## config.mk

```make
export PLATFORM = sky130hd
export DESIGN_NAME = uart_io_bridge
export DESIGN_NICKNAME = d
export VERILOG_FILES = /design/src/rtl/uart_io_pkg.sv /design/src/rtl/uart_io_bridge_sync_fifo.sv /design/src/rtl/uart_io_bridge.sv
export SDC_FILE = /design/constraint.sdc
export NUM_CORES = 1
export LEC_CHECK = 0
export CAP_MARGIN = 15
export CELL_PAD_IN_SITES_DETAIL_PLACEMENT = 0
export CELL_PAD_IN_SITES_GLOBAL_PLACEMENT = 2
export CORE_MARGIN = 2
export CORE_UTILIZATION = 39
export CTS_CLUSTER_SIZE = 20
export DETAILED_ROUTE_END_ITERATION = 8
export PLACE_DENSITY = 0.78
export SLEW_MARGIN = 20
export SYNTH_ARGS = -nofsm -noshare
export SYNTH_HDL_FRONTEND = slang
export SYNTH_SLANG_ARGS = --single-unit
```

## constraint.sdc

```tcl
create_clock -name clk_sys -period 5.83 [get_ports clk_sys]
set_input_delay 1.166 -clock clk_sys [delete_from_list [all_inputs] [get_ports clk_sys]]
set_output_delay 1.166 -clock clk_sys [all_outputs]
set_load 0.1 [all_outputs]
```

## src/rtl/uart_io_pkg.sv

```systemverilog
// Shared constants for the buffered UART IO bridge: register addresses,
// STATUS bit layout and the TX drain FSM state encoding.
package uart_io_pkg;

  localparam logic [11:0] UART_STATUS_ADDR = 12'h000;
  localparam logic [11:0] UART_DATA_ADDR   = 12'h008;

  localparam int unsigned ST_TX_FULL_BIT     = 0;
  localparam int unsigned ST_RX_NONEMPTY_BIT = 1;
  localparam int unsigned ST_RX_OVERRUN_BIT  = 2;
  localparam int unsigned ST_TX_OVERFLOW_BIT = 3;
  localparam int unsigned ST_RX_COUNT_LSB    = 8;
  localparam int unsigned ST_RX_COUNT_W      = 9;

  typedef enum logic [1:0] {
    TX_IDLE   = 2'd0,
    TX_SETTLE = 2'd1,
    TX_WAIT   = 2'd2
  } tx_state_t;

endpackage

```

## src/rtl/uart_io_bridge_sync_fifo.sv

```systemverilog
// Synchronous FIFO, power-of-two depth. Head is presented combinationally
// on rdata; a push on a full FIFO is accepted when a pop happens the same cycle.
module sync_fifo #(
  parameter int unsigned WIDTH = 8,
  parameter int unsigned DEPTH = 16
) (
  input  logic                     clk_sys,
  input  logic                     reset_n,
  input  logic                     push,
  input  logic                     pop,
  input  logic [WIDTH-1:0]         wdata,
  output logic [WIDTH-1:0]         rdata,
  output logic                     full,
  output logic                     empty,
  output logic [$clog2(DEPTH):0]   count
);

  localparam int unsigned AW = $clog2(DEPTH);
  localparam int unsigned CW = AW + 1;

  logic [WIDTH-1:0] mem [DEPTH];
  logic [AW-1:0]    wr_ptr;
  logic [AW-1:0]    rd_ptr;
  logic [CW-1:0]    count_q;
  logic             do_push;
  logic             do_pop;

  assign full    = (count_q == CW'(DEPTH));
  assign empty   = (count_q == '0);
  assign count   = count_q;
  assign rdata   = mem[rd_ptr];
  assign do_pop  = pop && !empty;
  assign do_push = push && (!full || do_pop);

  // Storage array write; contents need no reset since count gates reads.
  always_ff @(posedge clk_sys) begin
    if (do_push) begin
      mem[wr_ptr] <= wdata;
    end
  end

  // Pointer and occupancy tracking.
  always_ff @(posedge clk_sys) begin
    if (!reset_n) begin
      wr_ptr  <= '0;
      rd_ptr  <= '0;
      count_q <= '0;
    end else begin
      if (do_push) wr_ptr <= wr_ptr + AW'(1);
      if (do_pop)  rd_ptr <= rd_ptr + AW'(1);
      case ({do_push, do_pop})
        2'b10:   count_q <= count_q + CW'(1);
        2'b01:   count_q <= count_q - CW'(1);
        default: count_q <= count_q;
      endcase
    end
  end

endmodule

```

## src/rtl/uart_io_bridge.sv

```systemverilog
// Buffered UART peripheral on the CPU IO bus: STATUS at 0x000, DATA at 0x008,
// TX and RX FIFOs between the bus and the byte-level UART core.
// Build option: define UART_LOOPBACK_EN to route TX FIFO bytes straight into
// the RX FIFO (no TX strobes; external RX bytes acknowledged and discarded).
module uart_io_bridge
  import uart_io_pkg::*;
#(
  parameter int unsigned TX_DEPTH = 16,
  parameter int unsigned RX_DEPTH = 16
) (
  input  logic        clk_sys,
  input  logic        reset_n,
  input  logic        io_read_valid_i,
  input  logic        io_write_valid_i,
  input  logic [11:0] io_addr_i,
  input  logic [31:0] io_wdata_i,
  output logic [31:0] io_rdata_o,
  output logic [7:0]  uart_tx_data_o,
  output logic        uart_tx_strobe_o,
  input  logic        uart_tx_busy_i,
  input  logic [7:0]  uart_rx_data_i,
  input  logic        uart_rx_valid_i,
  output logic        uart_rx_strobe_o
);

  logic                     rd_data, wr_data, wr_status;
  logic                     tx_push, tx_pop, tx_full, tx_empty, tx_drop;
  logic [7:0]               tx_head;
  logic [$clog2(TX_DEPTH):0] unused_tx_count;
  logic                     rx_push, rx_pop, rx_full, rx_empty, rx_drop, rx_take;
  logic [7:0]               rx_head, rx_wdata;
  logic [$clog2(RX_DEPTH):0] rx_count;
  logic                     rx_overrun_q, tx_overflow_q;
  logic                     send;
  logic [7:0]               tx_last_q;
  logic [31:0]              rdata_d;
  tx_state_t                state_q, state_d;
`ifdef UART_LOOPBACK_EN
  logic                     lb_move;
`endif

  assign rd_data   = io_read_valid_i  && (io_addr_i == UART_DATA_ADDR);
  assign wr_data   = io_write_valid_i && (io_addr_i == UART_DATA_ADDR);
  assign wr_status = io_write_valid_i && (io_addr_i == UART_STATUS_ADDR);

  assign tx_push = wr_data;
  assign tx_drop = wr_data && tx_full && !tx_pop;
  assign rx_take = uart_rx_valid_i && !uart_rx_strobe_o;
  assign rx_pop  = rd_data && !rx_empty;

`ifdef UART_LOOPBACK_EN
  assign rx_push          = lb_move;
  assign rx_wdata         = tx_head;
  assign rx_drop          = 1'b0;
  assign uart_tx_strobe_o = 1'b0;
`else
  assign rx_push          = rx_take;
  assign rx_wdata         = uart_rx_data_i;
  assign rx_drop          = rx_take && rx_full && !rx_pop;
  assign uart_tx_strobe_o = send;
`endif

  // Head byte is shown in the send cycle, then held until the next send.
  assign uart_tx_data_o = send ? tx_head : tx_last_q;

  sync_fifo #(.WIDTH(8), .DEPTH(TX_DEPTH)) u_tx_fifo (
    .clk_sys (clk_sys),
    .reset_n (reset_n),
    .push    (tx_push),
    .pop     (tx_pop),
    .wdata   (io_wdata_i[7:0]),
    .rdata   (tx_head),
    .full    (tx_full),
    .empty   (tx_empty),
    .count   (unused_tx_count)
  );

  sync_fifo #(.WIDTH(8), .DEPTH(RX_DEPTH)) u_rx_fifo (
    .clk_sys (clk_sys),
    .reset_n (reset_n),
    .push    (rx_push),
    .pop     (rx_pop),
    .wdata   (rx_wdata),
    .rdata   (rx_head),
    .full    (rx_full),
    .empty   (rx_empty),
    .count   (rx_count)
  );

  // TX drain: next state and send/pop decisions.
  always_comb begin
    state_d = state_q;
    tx_pop  = 1'b0;
    send    = 1'b0;
`ifdef UART_LOOPBACK_EN
    lb_move = 1'b0;
`endif
    case (state_q)
      TX_IDLE: begin
`ifdef UART_LOOPBACK_EN
        if (!tx_empty && !rx_full) begin
          tx_pop  = 1'b1;
          lb_move = 1'b1;
        end
`else
        if (!tx_empty && !uart_tx_busy_i) begin
          tx_pop  = 1'b1;
          send    = 1'b1;
          state_d = TX_SETTLE;
        end
`endif
      end
      TX_SETTLE: state_d = TX_WAIT;
      TX_WAIT:   if (!uart_tx_busy_i) state_d = TX_IDLE;
      default:   state_d = TX_IDLE;
    endcase
  end

  // TX FSM state, last-sent byte and RX acknowledge strobe.
  always_ff @(posedge clk_sys) begin
    if (!reset_n) begin
      state_q          <= TX_IDLE;
      tx_last_q        <= '0;
      uart_rx_strobe_o <= 1'b0;
    end else begin
      state_q          <= state_d;
      uart_rx_strobe_o <= rx_take;
      if (send) tx_last_q <= tx_head;
    end
  end

  // Sticky error flags; a same-cycle set wins over a software clear.
  always_ff @(posedge clk_sys) begin
    if (!reset_n) begin
      rx_overrun_q  <= 1'b0;
      tx_overflow_q <= 1'b0;
    end else begin
      if (wr_status && io_wdata_i[ST_RX_OVERRUN_BIT])  rx_overrun_q  <= 1'b0;
      if (wr_status && io_wdata_i[ST_TX_OVERFLOW_BIT]) tx_overflow_q <= 1'b0;
      if (rx_drop) rx_overrun_q  <= 1'b1;
      if (tx_drop) tx_overflow_q <= 1'b1;
    end
  end

  // Read mux from address alone; DATA shows the RX head (the byte a pop takes).
  always_comb begin
    rdata_d = '0;
    case (io_addr_i)
      UART_STATUS_ADDR: begin
        rdata_d[ST_TX_FULL_BIT]     = tx_full;
        rdata_d[ST_RX_NONEMPTY_BIT] = !rx_empty;
        rdata_d[ST_RX_OVERRUN_BIT]  = rx_overrun_q;
        rdata_d[ST_TX_OVERFLOW_BIT] = tx_overflow_q;
        rdata_d[ST_RX_COUNT_LSB +: ST_RX_COUNT_W] = ST_RX_COUNT_W'(rx_count);
      end
      UART_DATA_ADDR: begin
        if (!rx_empty) rdata_d[7:0] = rx_head;
      end
      default: rdata_d = '0;
    endcase
  end

  // Registered read data, one cycle after the address.
  always_ff @(posedge clk_sys) begin
    if (!reset_n) begin
      io_rdata_o <= '0;
    end else begin
      io_rdata_o <= rdata_d;
    end
  end

endmodule

```

=== Yosys cells after proc, flatten, opt, wreduce, memory -nomap -nowiden ===
Memories as Yosys holds them, arrays and structs flattened. A register that Yosys moved wholly into a read port is not among the register bits.
Cells that the tools add are included.

* Register bits after elaboration: 71
* Latch bits: 0
* RAM bits: 256
* Memory bits (read-only): 0
* Input bits: 58
* Output and inout bits: 42
* Word-level logic and storage cells: 97
* Memories kept: 2

* Add/subtract/negate cells: 8
* Multipliers: 0
* Div/mod/pow operators: 0
* Order comparisons: 0
* Eq/ne operators: 11
* Shift-type cells: 0
* Mux-type cells: 22
* Bitwise gates (word level): 2
* Reduce and logical (&&, ||, !) cells: 37

{| class="wikitable"
|+ Memory list
! memory !! depth !! width !! read ports !! clocked after Yosys merged registers in !! wr ports !! RTL line !! source
|-
| u_rx_fifo.mem || 16 || 8 || 1 || 1 || 1 || uart_io_bridge_sync_fifo.sv:21 || <nowiki>logic [WIDTH-1:0] mem [DEPTH];</nowiki>
|-
| u_tx_fifo.mem || 16 || 8 || 1 || 1 || 1 || uart_io_bridge_sync_fifo.sv:21 ||
|}

{| class="wikitable"
|+ Operators by type and width
! kind !! number
|-
| $mux 4 || 5
|-
| $pmux 5 s2 || 2
|-
| $add 4x1->4 const B || 4
|-
| $logic_and 1x1->1 || 16
|-
| $eq 12x4->1 const B || 1
|-
| $logic_not 12->1 || 1
|-
| $add 5x1->5 const B || 2
|-
| $eq 5x5->1 const B || 2
|-
| $logic_not 5->1 || 2
|-
| $mux 1 || 10
|-
| $sub 5x1->5 const B || 2
|-
| $logic_not 1->1 || 8
|-
| $mux 8 || 1
|-
| $pmux 4 s2 || 1
|-
| $reduce_bool 2->1 || 4
|-
| $eq 2x1->1 const B || 3
|-
| $eq 2x2->1 const B || 3
|-
| $pmux 2 s3 || 1
|-
| $mux 2 || 2
|-
| $ne 2x2->1 const B || 2
|-
| $reduce_and 2->1 || 2
|-
| $reduce_or 3->1 || 1
|-
| $logic_not 2->1 || 1
|-
| $logic_or 1x1->1 || 2
|-
| $not 1->1 || 2
|}

=== Longest topological paths before layout ===
* Word-level depth: 10
* Depth in mapped cells: 14
* Depth with buffers taken out: 12

=== Hierarchy ===
Synthesis repeated with hierarchy kept, for this count alone.

* Cell total of the unflattened synthesis: 767
* Area total of the unflattened synthesis: 12949.9 µm²

{| class="wikitable"
|+ Modules (own cells, without submodules)
! module !! times used !! cells an instance !! area each (µm²) !! seq. area each (µm²)
|-
| sync_fifo (u_tx_fifo) || 1 || 333 || 5911.9 || 4184.0
|-
| sync_fifo (u_rx_fifo) || 1 || 322 || 5884.4 || 4184.0
|-
| uart_io_bridge || 1 || 112 || 1153.6 || 520.5
|}

=== Worst setup path before layout ===
Ideal clock, no wire load.

* Path type: input-to-output
* From: in uart_tx_busy_i
* To: out uart_tx_data_o[1]
* Arrival time: 3.796 ns
* Required time: 4.664 ns
* Slack: 0.868 ns
* Stages: 6
* Path buffers: 1
* Path through: nor3_1 -> o21ai_1 -> inv_1 -> buf_1 -> o211ai_1 -> o211ai_1

* Word-level cells in the longest chain between the ends: 5

{| class="wikitable"
|+ Ends and longest elaborated chain
! item !! RTL line !! source
|-
| start, declared || uart_io_bridge.sv:20 || <nowiki>input logic uart_tx_busy_i,</nowiki>
|-
| $logic_not 1->1 || - ||
|-
| $logic_and 1x1->1 || uart_io_bridge.sv:106 || <nowiki>if (!tx_empty && !uart_tx_busy_i) begin</nowiki>
|-
| $mux 1 || uart_io_bridge.sv:106 ||
|-
| $mux 1 || uart_io_bridge.sv:98 || <nowiki>case (state_q)</nowiki>
|-
| named net uart_tx_strobe_o || uart_io_bridge.sv:19 || <nowiki>output logic uart_tx_strobe_o,</nowiki>
|-
| $mux 8 || - ||
|-
| end, declared || uart_io_bridge.sv:18 || <nowiki>output logic [7:0] uart_tx_data_o,</nowiki>
|}

The timed path passes the listed nets, and every way through them passes these cells.

=== Worst setup path in the final report ===
* From: in uart_tx_busy_i
* To: out uart_tx_data_o[1]

* Word-level cells in the longest chain between the ends: 5

{| class="wikitable"
|+ Ends and longest elaborated chain
! item !! RTL line
|-
| $logic_not 1->1 || -
|-
| $logic_and 1x1->1 || uart_io_bridge.sv:106
|-
| $mux 1 || uart_io_bridge.sv:106
|-
| $mux 1 || uart_io_bridge.sv:98
|-
| $mux 8 || -
|}

Every way passes these cells.

==> qor.csv <==
metric;value;unit
status;complete, no violations;
drive_above_1_share;18.7;%
grtUsageTotal;15.2;%
ctsHoldBuffers;0;
yosysSeqAreaShare;70.0;%
rr_worst_depth;11;
worstSetupEndpoint;uart_tx_data_o[1];
path_clk_slew;0.06;ns
setup_viol;0;
power.density;376;nW/um^2
ys_ff_latch;316;
grt_start_max_net_pins;33;
dp.cells;1226;
cts-buffers-inserted;36;
row_count;66;
synth_edf_count;256;
p_leak;4.81;nW
tns;0;ns
num_vias;6416;
cts_tree;done;
cts_root_buf;clkbuf_16;
synth_area;12700;sq um
clkLatencyLatePin;0.53;ns
cp_slowest_cell;inv_1;
fin_area;14900;sq um
fmax;230;MHz
synth_cell_type_count;55;
netSwitchingPower;0.00153;W
antenna_found_initial;0;
cts.sinks;316;
startpoint;uart_tx_busy_i;
viasPerCell;4.97;
drc_errors;0;
synthFlopType;edfxtp_1;
yosysWarnings;0;
synth-async-reset-ratio;0;%
switching_share;27.4;%
area_delta_synth_final;17.2;%
grt_pass1_wl;39000;um
worstSetupPathType;in2out;
ir_drop;0.000226;V
crit_required;4.66;ns
initial_core_util;39.3;%
synth_cells;750;
critical-path-max-stage-delay;0.44;ns
diodes;0;
worst_setup_path_end_kind;output port;
cp_cell_sequence;clkdlybuf4s50_1 -> nor3_1 -> o21ai_1 -> inv_1 -> o211ai_1 -> o211ai_1 -> buf_4;
arrival;3.19;ns
finalHoldViolCount;0;
drtAntennaViolNets;0;
placeableCoreArea;32300;sq um
r2r_slack;2.62;ns
cpMostUsedCell;o211ai_1;
hp-class;reg2reg;
cts_buffer_depth;3;
drt_iter0_drc;466;
syn_avg_cell_area;16.9;sq um
combPwrFrac;15.6;%
dieArea;34000;sq um
finalCritPeriodShare;74.7;%
cts.repair.resized;0;
grt_setup_unrepaired;false;
worst_slew_pin_slew;0.996;ns
routedWlPerCell;19.4;um
fill_cells;2783;
place_area;13700;sq um
hpwl;15900;um
finalWirelength;25000;um
max_slew_margin;33.4;%
grt_overflow;0;
grt_pass1_vias;6636;
reg2reg_to;u_rx_fifo.count[4]$_SDFFE_PN0P_;
reg2reg_from;u_rx_fifo.count[1]$_SDFFE_PN0P_;
io_buffer_count;56;
crit_fanout;14;
p_int;0.00407;W
fp.dieH;184;um
skew;0.0308;ns
gp_congestion;0.735;
layout_min_cycle_time;4.36;ns
nNetsFinal;897;
ioPinCount;100;
drv_slew;0;
cts_setup_buffers;0;
firstDrtPassIters;4;
start_kind;input port;
p_seq_share;45.2;%
p_clk_share;39.2;%
htreeDepth;2;
cap_violations;0;
final-instance-count-excl-fill;1291;
fp.dieW;184;um
[Yosys cell counts, drive strengths merged, types with 2 or more instances]
cell	n	area, sq um
nand4	4	25.0
or3	3	18.8
nand3	7	35.0
nor3	9	45.0
clkbuf	22	82.6
a21oi	15	75.1
mux2i	27	274
and2	23	145
mux4	61	1370
nor2b	9	56.3
nor4	8	80.1
a21o	2	15.0
xor2	11	96.3
ha	16	200
o21a	2	22.5
a31oi	8	50.1
nand2b	7	43.8
buf	35	220
xnor2	6	52.6
nor2	47	176
nor3b	3	37.5
a221oi	7	61.3
nand3b	3	22.5
o211ai	15	113
and3b	7	61.3
dfxtp	60	1200
nand2	28	108
or4	3	30.0
o21ai	11	55.1
inv	17	66.3
mux2	4	45.0
edfxtp	256	7690
nand4b	2	17.5
[registers in the layout (all words and copies together) (netlist names), named ones only]
register	cells
io_rdata_o	13
u_rx_fifo.count	5
u_rx_fifo.rd_ptr	4
tx_overflow_q	1
u_rx_fifo.wr_ptr	4
u_tx_fifo.mem	128
state_q	2
u_tx_fifo.wr_ptr	4
u_tx_fifo.count	5
uart_rx_strobe_o	1
rx_overrun_q	1
u_rx_fifo.mem	128
tx_last_q	8
u_tx_fifo.rd_ptr	4
[layout by cell type, fill, tap and decap left out, types with 8 or more instances in the layout]
master             n
edfxtp_1         256
mux4_2            61
dfxtp_1           58
nor2_1            47
clkdlybuf4s50_1   47
clkbuf_16         37
nand2_1           27
mux2i_1           26
buf_4             26
and2_1            22
conb_1            19
inv_1             16
ha_1              16
o211ai_1          15
a21oi_1           15
xor2_1            11
o21ai_0           10
nor3_1             9
nor2b_1            9
clkinv_1           9
a31oi_1            8
[stage by stage]
stage | hold WS, ns | power (W) | utilization (%) | setup WS [ns]
after floorplan | 0.425 | 0.00326 | - | 0.868
after global placement | 0.461 | 0.00345 | 42.4 | 1.16
after detailed placement | 0.465 | 0.00346 | 42.4 | 1.14
after CTS | 0.477 | 0.00566 | 46.1 | 1.43
after global routing | 0.507 | 0.00582 | 46.1 | 1.25
final | 0.478 | 0.00560 | 46.1 | 1.47
[worst min path at each step]
stage	start	end	cells past startpoint
2_1_floorplan	rx_overrun_q$_SDFFE_PN0P_	io_rdata_o[2]$_SDFF_PN0_	2
3_3_place_gp	rx_overrun_q$_SDFFE_PN0P_	rx_overrun_q$_SDFFE_PN0P_	2
3_5_place_dp	rx_overrun_q$_SDFFE_PN0P_	rx_overrun_q$_SDFFE_PN0P_	2
4_1_cts	rx_overrun_q$_SDFFE_PN0P_	rx_overrun_q$_SDFFE_PN0P_	2
5_1_grt	rx_overrun_q$_SDFFE_PN0P_	rx_overrun_q$_SDFFE_PN0P_	2
6_report	rx_overrun_q$_SDFFE_PN0P_	rx_overrun_q$_SDFFE_PN0P_	2
[final cells by class]
class / instances / area, sq um / area share, %
clock buffers: 45 / 976 / 6.56
clock inverters: 20 / 206 / 1.39
inverters: 17 / 66.3 / 0.446
multi-input cells: 378 / 3520 / 23.7
flip-flops and latches: 316 / 8890 / 59.7
well taps: 442 / 553 / 3.72
repair buffers: 73 / 666 / 4.47
[critical path: cells and delay by family]
family | cells | cell delay, ns
and+or+nand+nor | 1 | 0.30
AOI/OAI and AO/OA | 3 | 0.51
buffers and inverters | 3 | 1.19
[cell families (layout without fill, tap and decap cells)]
| kind of cell | count (synthesis) | after routing | synth area share (%) |
|---|---|---|---|
| adder cells (fa/ha/maj) | 17 | 17 | 1.73 |
| other | 1 | 19 | 0.0295 |
| AO/OA/AOI/OAI | 66 | 66 | 3.47 |
| XOR/XNOR | 17 | 17 | 1.17 |
| flip-flops | 316 | 316 | 70.0 |
| AND/OR/NAND/NOR | 167 | 167 | 7.39 |
| multiplexers | 92 | 92 | 13.3 |
| buffers and inverters | 74 | 155 | 2.91 |
[power by group through the flow]
stage	clock network, W	logic [W]	registers [W]
5_1_grt	0.00234	0.000937	0.00254
4_1_cts	0.00225	0.000881	0.00253
2_1_floorplan	0	0.000703	0.00256
3_3_place_gp	0	0.000876	0.00258
6_report	0.00220	0.000874	0.00253
3_5_place_dp	0	0.000882	0.00258
[layer usage]
metal / wire (um) / track usage (%) / vias up
li1: - / - / 3009
met4: 383 / 3.78 / 0
met1: 11200 / 20.5 / 3255
met2: 12500 / 25.5 / 123
met5: 0 / 0 / -
met3: 1010 / 2.67 / 29
Power figures use the tool's default switching activity.
